`config.mk`:
```
export PLATFORM = sky130hd
export DESIGN_NAME = cnt_ctrl
export DESIGN_NICKNAME = d
export VERILOG_FILES = /design/src/rtl/cnt_ctrl.sv
export SDC_FILE = /design/constraint.sdc
export NUM_CORES = 1
export LEC_CHECK = 0
export CORE_MARGIN = 2
export CORE_UTILIZATION = 31
export DETAILED_ROUTE_END_ITERATION = 7
export SLEW_MARGIN = 0
export SYNTH_ARGS = -nofsm -noshare
export SYNTH_HDL_FRONTEND = slang
export SYNTH_SLANG_ARGS = --single-unit
```
`constraint.sdc`:
```
create_clock -name clk -period 4.55 [get_ports clk]
set_clock_uncertainty 0.1 [all_clocks]
set_input_delay 0.455 -clock clk [delete_from_list [all_inputs] [get_ports clk]]
set_output_delay 0.455 -clock clk [all_outputs]
set_load 0.01 [all_outputs]
```
`src/rtl/cnt_ctrl.sv`:
```
// 64-bit free-running counter with power-of-two prescaler, debug halt and
// software-writable halves. Three-state control FSM: IDLE, RUN, HALT.
module cnt_ctrl (
    input  logic        clk,
    input  logic        rst_n,
    input  logic        timer_en,
    input  logic        div_en,
    input  logic [3:0]  div_val,
    input  logic        halt_req,
    input  logic        dbg_mode,
    input  logic        tdr0_wr_sel,
    input  logic        tdr1_wr_sel,
    input  logic [31:0] pwdata,
    output logic [63:0] cnt,
    output logic        cnt_en,
    output logic        halt_ack,
    output logic [1:0]  state
);

    typedef enum logic [1:0] {
        ST_IDLE = 2'd0,
        ST_RUN  = 2'd1,
        ST_HALT = 2'd2,
        ST_BAD  = 2'd3
    } state_e;

    state_e      state_q, state_d;
    logic [63:0] cnt_q, cnt_d;
    logic [7:0]  div_cnt_q, div_cnt_d;
    logic        cnt_en_q, cnt_en_d;
    logic        halt_ack_q, halt_ack_d;

    logic [3:0]  exp_clamp;
    logic [7:0]  ratio_m1;
    logic        run_cycle;
    logic        tick;
    logic        wr_any;
    logic        to_idle;

    // Prescaler terminal count: 2^min(div_val,8) - 1, or 0 when bypassed.
    assign exp_clamp = (div_val > 4'd8) ? 4'd8 : div_val;
    assign ratio_m1  = div_en ? (8'hFF >> (4'd8 - exp_clamp)) : 8'd0;

    // NOTE: every signal driven in always_comb gets a default first, so no
    // path through the block leaves it unassigned and no latch is inferred.
    always_comb begin
        state_d = ST_IDLE;
        case (state_q)
            ST_IDLE: state_d = timer_en ? ST_RUN : ST_IDLE;
            ST_RUN: begin
                if (!timer_en)                state_d = ST_IDLE;
                else if (halt_req && dbg_mode) state_d = ST_HALT;
                else                          state_d = ST_RUN;
            end
            ST_HALT: begin
                if (!timer_en)     state_d = ST_IDLE;
                else if (!halt_req) state_d = ST_RUN;
                else               state_d = ST_HALT;
            end
            default: state_d = ST_IDLE;
        endcase
    end

    // Counting only happens in cycles that start and stay in RUN, so the
    // prescaler freezes on the exact edge the FSM leaves RUN and nothing is lost.
    assign run_cycle = (state_q == ST_RUN) && (state_d == ST_RUN);
    assign tick      = run_cycle && (div_cnt_q >= ratio_m1);
    assign wr_any    = tdr0_wr_sel | tdr1_wr_sel;
    assign to_idle   = (state_d == ST_IDLE) &&
                       ((state_q == ST_RUN) || (state_q == ST_HALT));

    always_comb begin
        div_cnt_d = div_cnt_q;
        if (state_d == ST_IDLE) begin
            div_cnt_d = 8'd0;
        end else if (run_cycle) begin
            div_cnt_d = tick ? 8'd0 : div_cnt_q + 8'd1;
        end
    end

    // Clearing on entry to IDLE beats a write, which beats a tick.
    always_comb begin
        cnt_d = cnt_q;
        if (to_idle) begin
            cnt_d = 64'd0;
        end else if (wr_any) begin
            if (tdr0_wr_sel) cnt_d[31:0]  = pwdata;
            if (tdr1_wr_sel) cnt_d[63:32] = pwdata;
        end else if (tick) begin
            cnt_d = cnt_q + 64'd1;
        end
    end

    assign cnt_en_d   = tick && !wr_any;
    assign halt_ack_d = (state_d == ST_HALT);

    // NOTE: sequential state uses non-blocking assignments so every register
    // samples its _d value from before the edge, independent of statement order.
    always_ff @(posedge clk or negedge rst_n) begin
        if (!rst_n) begin
            state_q    <= ST_IDLE;
            cnt_q      <= 64'd0;
            div_cnt_q  <= 8'd0;
            cnt_en_q   <= 1'b0;
            halt_ack_q <= 1'b0;
        end else begin
            state_q    <= state_d;
            cnt_q      <= cnt_d;
            div_cnt_q  <= div_cnt_d;
            cnt_en_q   <= cnt_en_d;
            halt_ack_q <= halt_ack_d;
        end
    end

    assign cnt      = cnt_q;
    assign cnt_en   = cnt_en_q;
    assign halt_ack = halt_ack_q;
    assign state    = state_q;

endmodule

```
==> flow_summary.json <==
{
  "clock_latency_ns": 0.35,
  "met3_usage": 0.03356,
  "cts.sinks": 76,
  "grt-ovfl-total": 0,
  "antenna_found_initial": 0,
  "drt-total-wl_um": 21210,
  "grt_max_degree": 77,
  "finalCritPeriodShare": 0.8253,
  "rows": 48,
  "rr_endpoint": "cnt[39]",
  "comb_power_share": 0.254,
  "ioPinCount": 112,
  "synth_area_um2": 5411,
  "numCtsBuffers": 9,
  "intPower_mw": 1.452,
  "cts_tree": "built",
  "hold_viol_final": 0,
  "layout_common_cells": "clkdlybuf4s50_1 (110), o21ai_0 (78), dfrtp_1 (76), nand2_1 (65), nor2_1 (52)",
  "rsz0062_at_grt": "no",
  "busiest_layer": "met2",
  "placed_area_um2": 6835,
  "initial_core_util": 0.3150,
  "grt_use_total": 0.2356,
  "yosysWarnings": 0,
  "crit_type": "primary input to flop",
  "power_mw": 2.166,
  "cts.clk_slew.worst_paths_ns": 0.06,
  "wl_per_cell_um": 21.21,
  "period_needed_ns": 3.755,
  "setup_viol": 0,
  "status": "completed",
  "vias": 5933,
  "slew_viol_final": 0,
  "cp-startpoint": "div_val[0]",
  "grt_first_pass_wirelength_um": 33180,
  "reg2reg_slack_ns": 1.53,
  "worstPathCellList": "clkdlybuf4s50_1, nor2b_1, inv_1, ha_1, xnor2_1, nand2_1, nand2_1, ha_1, a2111oi_0, o311ai_1, nand3_1, clkinv_1, and3_1, a221o_1",
  "start_kind": "primary input",
  "met2_usage": 0.3587,
  "die_area_um2": 18530,
  "maxCapViolCount": 0,
  "clk_path_buf_depth": 2,
  "synth_async_sr_flop_share": 1.000,
  "p_leak_nw": 2.688,
  "die_w_um": 136.1,
  "reg2reg_depth": 9,
  "crit_fanout": 8,
  "firstDrtPassIters": 5,
  "postLayoutCoreUtil": 0.4142,
  "ys_seq_area_frac": 0.3514,
  "portBuffers": 111,
  "syn-num-nets": 716,
  "holdWs_ns": 0.2032,
  "holdBufCountCts": 0,
  "switchingPower_mw": 0.7138,
  "yosys-top-cells-area": "dfrtp_1 (35%), o21ai_0 (7.2%), nand2_1 (4.5%)",
  "timing.critical_path.to": "cnt[39]",
  "hp-class": "primary input to async pin",
  "first_iter_violations": 581,
  "dp_hpwl_um": 15620,
  "slowest_stage": "a2111oi_0",
  "placedCellCount": 984,
  "fin_cells": 1000,
  "final_antenna_net_count": 0,
  "max_stage_delay_ns": 0.51,
  "ys.flop_type": "dfrtp_1",
  "synth_area_leader_cell": "dfrtp_1",
  "worstPathArrival_ns": 3.88,
  "nFillCells": 1775,
  "cp.required_ns": 4.68,
  "viasPerCell": 5.933,
  "die_h_um": 136.1,
  "avgSynthCellArea_um2": 8.249,
  "synth_top_cell_area_share": 0.3514,
  "fmax_ghz": 0.2663,
  "p_sw_frac": 0.3296,
  "nNetsFinal": 830,
  "grt_pass1_vias": 5487,
  "cts_setup_buffers": 0,
  "dp_slack_ns": 0.4558,
  "core_um2": 17180,
  "ys_ff_latch": 76,
  "peakVddDrop_mv": 0.1949,
  "drc": 0,
  "p_per_area_nw_per_um2": 304.4,
  "fin_tns_setup_ns": 0,
  "clock-root-buffer": "clkbuf_16",
  "crit_path_end_kind": "flop",
  "ys_types": 71,
  "worst_slew_pin_slew_ns": 1.092,
  "fin_area_um2": 7114,
  "postSynthCellCount": 656,
  "htree_num_levels": 3,
  "slew_headroom": 0.2720,
  "synth_edf_count": 0,
  "syn_to_final_growth_pct": 31.47,
  "cts.repair.resized": 0,
  "place_congestion": 0.8564,
  "p_clk_frac": 0.331,
  "diodes": 0,
  "seqPwrFrac": 0.415,
  "met1_usage": 0.3369,
  "setup_ws_ns": 0.7951,
  "rr_startpoint": "div_cnt_q[0]",
  "final_layout_size_suffix_gt1_frac": 0.07097,
  "final_common_cell": "clkdlybuf4s50_1"
}
cells in the mapped netlist (2+ instances only):
library cell,count
o211ai_1,8
a22o_1,20
or3_2,2
o31a_1,14
nor4_1,17
o31ai_1,14
a221o_1,3
a32oi_1,2
and3_1,9
a32o_1,2
or2_2,6
o21ai_0,78
nor3_1,26
a22oi_1,5
a31oi_1,5
buf_2,4
mux2i_1,4
o311ai_0,3
and2_1,4
a21o_1,3
nand4_4,2
or4_1,9
o21a_1,5
ha_1,16
xnor2_1,2
xor2_1,5
a211oi_1,2
nand4_1,27
nor2b_1,3
nand2b_1,8
or3_1,7
o22ai_1,4
nand3_1,27
inv_1,19
buf_1,4
clkbuf_1,19
nand2_1,65
and4_1,8
nor2_1,52
o21ai_1,3
a21oi_1,27
dfrtp_1,76
nand3b_1,2
o2bb2ai_1,8
power groups by stage:
| stage | sequential, mW | clock [mW] | combinational [mW] |
|---|---|---|---|
| 2_1_floorplan | 0.891 | 0 | 0.228 |
| 3_3_place_gp | 0.908 | 0 | 0.544 |
| 3_5_place_dp | 0.907 | 0 | 0.548 |
| 4_1_cts | 0.895 | 0.728 | 0.551 |
| 5_1_grt | 0.914 | 0.756 | 0.597 |
| 6_report | 0.898 | 0.717 | 0.550 |
final cells by class:
cell class	count	area, um2	share of cell area
clock inverter	2	35.03	0.004924
tap	225	281.5	0.03957
clock buffer	14	244.0	0.03429
inverter	20	75.07	0.01055
sequential	76	1902	0.2673
timing repair buffer	133	1274	0.1790
multi-input combinational	530	3303	0.4643
worst min-delay path by stage:
stage / startpoint / to / slack (ns) / depth (start not counted)
after floorplan: rst_n / cnt[0] / 0.06 / 0
after global placement: cnt[63] / cnt[63] / 0.41 / 1
after detailed placement: cnt[63] / cnt[63] / 0.41 / 1
after CTS: rst_n / cnt[30] / 0.25 / 1
after global routing: rst_n / cnt[58] / 0.29 / 1
final: rst_n / cnt[60] / 0.20 / 1
critical path: cells and delay by family:
kind / cells / cell delay (ns)
AOI/OAI and AO/OA: 3 / 1.07
xor gates and xnor gates: 1 / 0.28
adders and majority gates: 2 / 0.42
buffers and inverters: 3 / 0.81
and+or+nand+nor: 5 / 0.85
logic make-up (layout without fill, tap and decap cells):
family	count (synthesis)	in the layout	synth area share
xor gates and xnor gates	7	7	0.01133
DFF	76	76	0.3514
adders and majority gates	16	16	0.03699
buffers and inverters	50	169	0.03907
and+or+nand+nor	282	282	0.2795
muxes	4	4	0.007399
AOI/OAI and AO/OA	221	221	0.2742
layer usage:
layer / vias up / wire length (um) / share of wire
met4: 0 / 650 / 0.031
met1: 2849 / 9306 / 0.44
met5: - / 0 / 0
met3: 35 / 1655 / 0.078
li1: 2760 / - / -
met2: 289 / 9593 / 0.45
flip-flops by register name (all words and copies together) (netlist names):
signal / flops
div_cnt_q: 8
cnt_en: 1
cnt: 64
state: 2
halt_ack: 1
Note: power is estimated with default switching activity, not from simulation.
